==> config.mk <==
export PLATFORM = sky130hd
export DESIGN_NAME = branch_redirect_ctrl
export DESIGN_NICKNAME = d
export VERILOG_FILES = /design/src/rtl/branch_redirect_ctrl.sv
export SDC_FILE = /design/constraint.sdc
export NUM_CORES = 2
export LEC_CHECK = 0
export CAP_MARGIN = 30
export CORE_MARGIN = 2
export CORE_UTILIZATION = 50
export DETAILED_ROUTE_END_ITERATION = 12
export PLACE_DENSITY = 0.72
export SYNTH_ARGS = -nofsm -noshare
export SYNTH_HDL_FRONTEND = slang
export SYNTH_SLANG_ARGS = --single-unit
==> constraint.sdc <==
create_clock -name clk -period 31.8 [get_ports clk]
set_input_delay 7.95 -clock clk [delete_from_list [all_inputs] [get_ports clk]]
set_output_delay 7.95 -clock clk [all_outputs]
set_load 0.02 [all_outputs]
==> src/rtl/branch_redirect_ctrl.sv <==
// rtl/branch_redirect_ctrl.sv - mispredict flush/redirect control with committed-path return address stack
module branch_redirect_ctrl #(
  parameter int XLEN      = 64,
  parameter int ROB_TAG_W = 6,
  parameter int RAS_DEPTH = 8
) (
  input  logic                 clk,
  input  logic                 reset,
  input  logic                 br_valid,
  input  logic [XLEN-1:0]      br_pc,
  input  logic                 br_taken,
  input  logic [XLEN-1:0]      br_target_pc,
  input  logic                 br_mispredict,
  input  logic                 br_is_call,
  input  logic                 br_is_return,
  input  logic [ROB_TAG_W-1:0] br_rob_tag,
  input  logic [ROB_TAG_W-1:0] rob_head,
  input  logic                 redirect_ready,
  output logic                 redirect_valid,
  output logic [XLEN-1:0]      redirect_pc,
  output logic                 flush_valid,
  output logic [ROB_TAG_W-1:0] flush_rob_tag,
  output logic [XLEN-1:0]      ras_top,
  output logic                 ras_valid,
  output logic [31:0]          mispredict_count
);

  localparam int PTR_W = (RAS_DEPTH > 1) ? $clog2(RAS_DEPTH) : 1;
  localparam logic [PTR_W:0] RAS_FULL = RAS_DEPTH[PTR_W:0];

  localparam logic [1:0] IDLE     = 2'd0;
  localparam logic [1:0] FLUSH    = 2'd1;
  localparam logic [1:0] REDIRECT = 2'd2;

  logic [1:0]           state;
  logic [ROB_TAG_W-1:0] pend_tag;
  logic [XLEN-1:0]      pend_pc;

  logic [XLEN-1:0]      ras_mem [RAS_DEPTH];
  logic [PTR_W-1:0]     ras_ptr;
  logic [PTR_W:0]       ras_count;

  logic [ROB_TAG_W-1:0] age_new;
  logic [ROB_TAG_W-1:0] age_pend;
  logic                 accept;
  logic                 take_mp;
  logic [XLEN-1:0]      correct_pc;
  logic [XLEN-1:0]      link_pc;

  // Age is distance from the ROB head; while a redirect is pending only strictly older beats are on the correct path
  assign age_new    = br_rob_tag - rob_head;
  assign age_pend   = pend_tag - rob_head;
  assign accept     = br_valid && ((state == IDLE) || (age_new < age_pend));
  assign take_mp    = accept && br_mispredict;
  assign link_pc    = br_pc + XLEN'(4);
  assign correct_pc = br_taken ? br_target_pc : link_pc;

  // Redirect FSM: a newly accepted mispredict always restarts at FLUSH, even over a same-cycle handshake
  always_ff @(posedge clk or posedge reset) begin
    if (reset) begin
      state    <= IDLE;
      pend_tag <= '0;
      pend_pc  <= '0;
    end else if (take_mp) begin
      state    <= FLUSH;
      pend_tag <= br_rob_tag;
      pend_pc  <= correct_pc;
    end else begin
      case (state)
        FLUSH:    state <= redirect_ready ? IDLE : REDIRECT;
        REDIRECT: state <= redirect_ready ? IDLE : REDIRECT;
        default:  state <= IDLE;
      endcase
    end
  end

  // Saturating count of accepted mispredicts
  always_ff @(posedge clk or posedge reset) begin
    if (reset) begin
      mispredict_count <= '0;
    end else if (take_mp && (mispredict_count != 32'hFFFF_FFFF)) begin
      mispredict_count <= mispredict_count + 32'd1;
    end
  end

  // Circular RAS: push writes above the top pointer, so a full stack overwrites its oldest entry
  always_ff @(posedge clk or posedge reset) begin
    if (reset) begin
      for (int i = 0; i < RAS_DEPTH; i++) begin
        ras_mem[i] <= '0;
      end
      ras_ptr   <= '0;
      ras_count <= '0;
    end else if (accept && br_is_call) begin
      ras_mem[ras_ptr + PTR_W'(1)] <= link_pc;
      ras_ptr                      <= ras_ptr + PTR_W'(1);
      if (ras_count != RAS_FULL) begin
        ras_count <= ras_count + (PTR_W+1)'(1);
      end
    end else if (accept && br_is_return && (ras_count != '0)) begin
      ras_ptr   <= ras_ptr - PTR_W'(1);
      ras_count <= ras_count - (PTR_W+1)'(1);
    end
  end

  assign flush_valid    = (state == FLUSH);
  assign flush_rob_tag  = flush_valid ? pend_tag : '0;
  assign redirect_valid = (state != IDLE);
  assign redirect_pc    = redirect_valid ? pend_pc : '0;
  assign ras_valid      = (ras_count != '0);
  assign ras_top        = ras_valid ? ras_mem[ras_ptr] : '0;

endmodule

==> impl_metrics.env <==
export IMPL_outcome="finished clean"
export IMPL_synth_area_leader_cell="dfrtp_1"
export IMPL_grt_use_total_pct=28.2
export IMPL_syn_cell_area_um2=29400
export IMPL_p_sw_share_pct=37.0
export IMPL_cts_hold_buf=0
export IMPL_drive_gt1_share_pct=11.2
export IMPL_drv_cap=0
export IMPL_wl_mm=84.2
export IMPL_ys_seq_elements=623
export IMPL_portBuffers=316
export IMPL_synth_distinct_cells=55
export IMPL_synth_edf_count=0
export IMPL_finalSetupViolations=0
export IMPL_clk_pin_slew_ns=0.06
export IMPL_postSynthCellCount=2816
export IMPL_syn_to_final_growth_pct=21.1
export IMPL_yosys_top_cells_area="dfrtp_1 (53%), mux4_2 (9.8%), a21oi_1 (5.0%)"
export IMPL_gp_congestion=0.864
export IMPL_avgSynthCellArea_um2=10.4
export IMPL_clock_sinks=623
export IMPL_hold_ws_ns=0.466
export IMPL_start_util_pct=50.8
export IMPL_cp_slowest_cell="a2111o_2"
export IMPL_worstSkewPairLatency_ns=0.61
export IMPL_viasPerCell=5.94
export IMPL_clock_skew_ns=0.0314
export IMPL_yosysMostFrequentCell="dfrtp_1"
export IMPL_yosysSeqAreaShare_pct=53.0
export IMPL_synth_ff_type="dfrtp_1"
export IMPL_cts_tree="yes"
export IMPL_cts_setup_buffers=0
export IMPL_rsz0062_at_grt="no"
export IMPL_clockBufferDepth=3
export IMPL_power_leakage_uw=0.0153
export IMPL_grt_pass1_wl_mm=132
export IMPL_die_h_um=247
export IMPL_grt_max_degree=169
export IMPL_crit_chain="clkdlybuf4s50_1 > inv_1 > ha_1 > a21o_1 > a21o_1 > a21o_1 > a21oi_1 > xnor2_1 > ha_1 > nand3b_1 > o21ai_1 > buf_4 > a2111o_2 > buf_4 > inv_2 > buf_4 > and3_1 > nand4_1 > xnor2_1"
export IMPL_overflow=0
export IMPL_end_kind="register"
export IMPL_ys_warn_count=0
export IMPL_min_path_type="reg2reg"
export IMPL_worstPathRequired_ns=32.28
export IMPL_relSlewSlack_pct=32.6
export IMPL_synthesis_nets=2990
export IMPL_fin_crit_sh_pct=39.3
export IMPL_whs_path_depth=2
export IMPL_drt_iter0_drc=2092
export IMPL_hold_viol=0
export IMPL_path_class="in2reg"
export IMPL_internal_power_uw=2450
export IMPL_crit_family="buffers and inverters"
export IMPL_root_buffer="clkbuf_16"
export IMPL_nets=3215
export IMPL_p_per_area_nw_per_um2=109
export IMPL_ctsResizeCount=0
export IMPL_p_comb_share_pct=43.6
export IMPL_synth_common_cells="dfrtp_1 (623), nor2_1 (350), nand2_1 (331)"
export IMPL_cp_start_kind="input pin"
export IMPL_chipWidth_um=247
export IMPL_ios=317
export IMPL_antenna_found_initial=1
export IMPL_grt_pass1_vias=23500
export IMPL_finalSetupTns_ns=0
export IMPL_core_um2=57900
export IMPL_seq_area_um2=15600
export IMPL_rows=88
export IMPL_worstPathArrival_ns=12.98
export IMPL_htree_levels=3
export IMPL_synth_top_area_share_pct=53.0
export IMPL_dr_pass1_iters=6
export IMPL_routedWlPerCell_um=21.8
export IMPL_pwr_share_clk_pct=20.6
export IMPL_fmax_mhz=80.0
export IMPL_final_min_clock_period_ns=12.50
export IMPL_finalMaxSlewViolations=0
export IMPL_ant_nets=0
export IMPL_ff2ff_path_depth=18
export IMPL_cts_buffers=67
export IMPL_critical_path_depth=19
export IMPL_die_area_um2=60800
export IMPL_tightest_slew_ns=1.01
export IMPL_p_switching_uw=1440
export IMPL_ir_worst_vdd_mv=0.0728
export IMPL_crit_buf_inv=6
export IMPL_vias=22900
export IMPL_utilization_pct=61.5
export IMPL_synth_async_reset_ratio_pct=100
export IMPL_seq_power_share_pct=35.8
export IMPL_max_stage_delay_ns=0.64
export IMPL_nFillCells=4634
export IMPL_critical_path_max_fanout=73
export IMPL_hpwl_mm=53.5
export IMPL_post_route_drc_count=0
export IMPL_multi_input_area_um2=13100
-- layout make-up --
type | instances | share of cell area, %
clock buffers | 102 | 5.84
multi-input cells | 1969 | 36.6
inverters | 25 | 0.284
repair buffers | 355 | 10.2
flip-flops and latches | 623 | 43.8
diodes | 1 | 0.00702
well taps | 765 | 2.69
clock inverters | 18 | 0.555
-- per-layer routing --
| metal | up-vias | track usage [%] | wire (um) |
|---|---|---|---|
| met4 | 0 | 11.7 | 2930 |
| met2 | 924 | 46.2 | 41100 |
| met5 | - | 0 | 0 |
| li1 | 10300 | - | - |
| met1 | 11600 | 37.8 | 34700 |
| met3 | 164 | 4.16 | 5480 |
-- worst reg2reg max path: stages, from the launching register on --
cell and delay, ns:
dfrtp_1 0.37, inv_1 0.08, ha_1 0.15, inv_1 0.06
fa_1 0.40, a21o_1 0.18, a21oi_1 0.17, xor2_1 0.17
ha_1 0.25, nand3b_1 0.11, o21ai_1 0.12, buf_4 0.21
a2111o_2 0.65, buf_4 0.48, inv_2 0.14, buf_4 0.62
and3_1 0.41, nand4_1 0.13, xnor2_1 0.15
-- cells by family after synthesis --
group | share of synthesized area, %
simple gates | 15.3
compound gates | 11.0
flops | 53.0
mux | 13.5
buf+inv | 2.92
xor+xnor | 3.03
fa+ha+maj | 1.18
-- state kept, by name (all words and copies together) (netlist names) --
signal	cells
pend_pc	64
ras_count	4
mispredict_count	32
ras_ptr	3
pend_tag	6
state	2
ras_mem	512
-- worst paths after layout --
path                                             end  slack (ns)   startpoint
max in group asynchronous               ras_mem[216]       21.68        reset
worst max register to register  mispredict_count[20]       26.85  pend_tag[0]
worst min-delay path                     pend_pc[16]        0.47  pend_pc[16]
min in group asynchronous               ras_mem[439]        7.67        reset
worst min register to register           pend_pc[16]        0.47  pend_pc[16]
worst max-delay path            mispredict_count[20]       19.30  rob_head[1]
-- stage by stage --
step | setup WS, ns | total power, uW | area, um2 | instances
detailed placement | 18.77 | 3090 | 33300 | 3735
CTS | 19.39 | 3910 | 35600 | 3855
floorplan | 6.40 | 2450 | 29400 | 2816
global placement | 18.44 | 3000 | 33100 | 3725
global route | 19.03 | 4120 | 35600 | 3858
finish | 19.30 | 3890 | 35600 | 3858
-- power by group through the flow --
| stage | clock, uW | combinational, uW | sequential, uW |
|---|---|---|---|
| after CTS | 809 | 1710 | 1390 |
| after global routing | 846 | 1840 | 1440 |
| after detailed placement | 0 | 1700 | 1400 |
| final | 800 | 1700 | 1390 |
| after floorplan | 0 | 1140 | 1320 |
| after global placement | 0 | 1600 | 1390 |
-- placed cells by master (no fill, tap or decap), types with 43 or more instances in the layout --
master and n:
clkdlybuf4s50_1 315, nand3_1 53, mux2i_1 72, o21ai_0 288
a21oi_1 293, mux4_2 128, nor2_1 349, nor2b_1 65
xor2_1 43, nand2_1 331, xnor2_1 57, dfrtp_1 620
and3_1 57, clkbuf_16 69
Power figures use the tool's default switching activity.
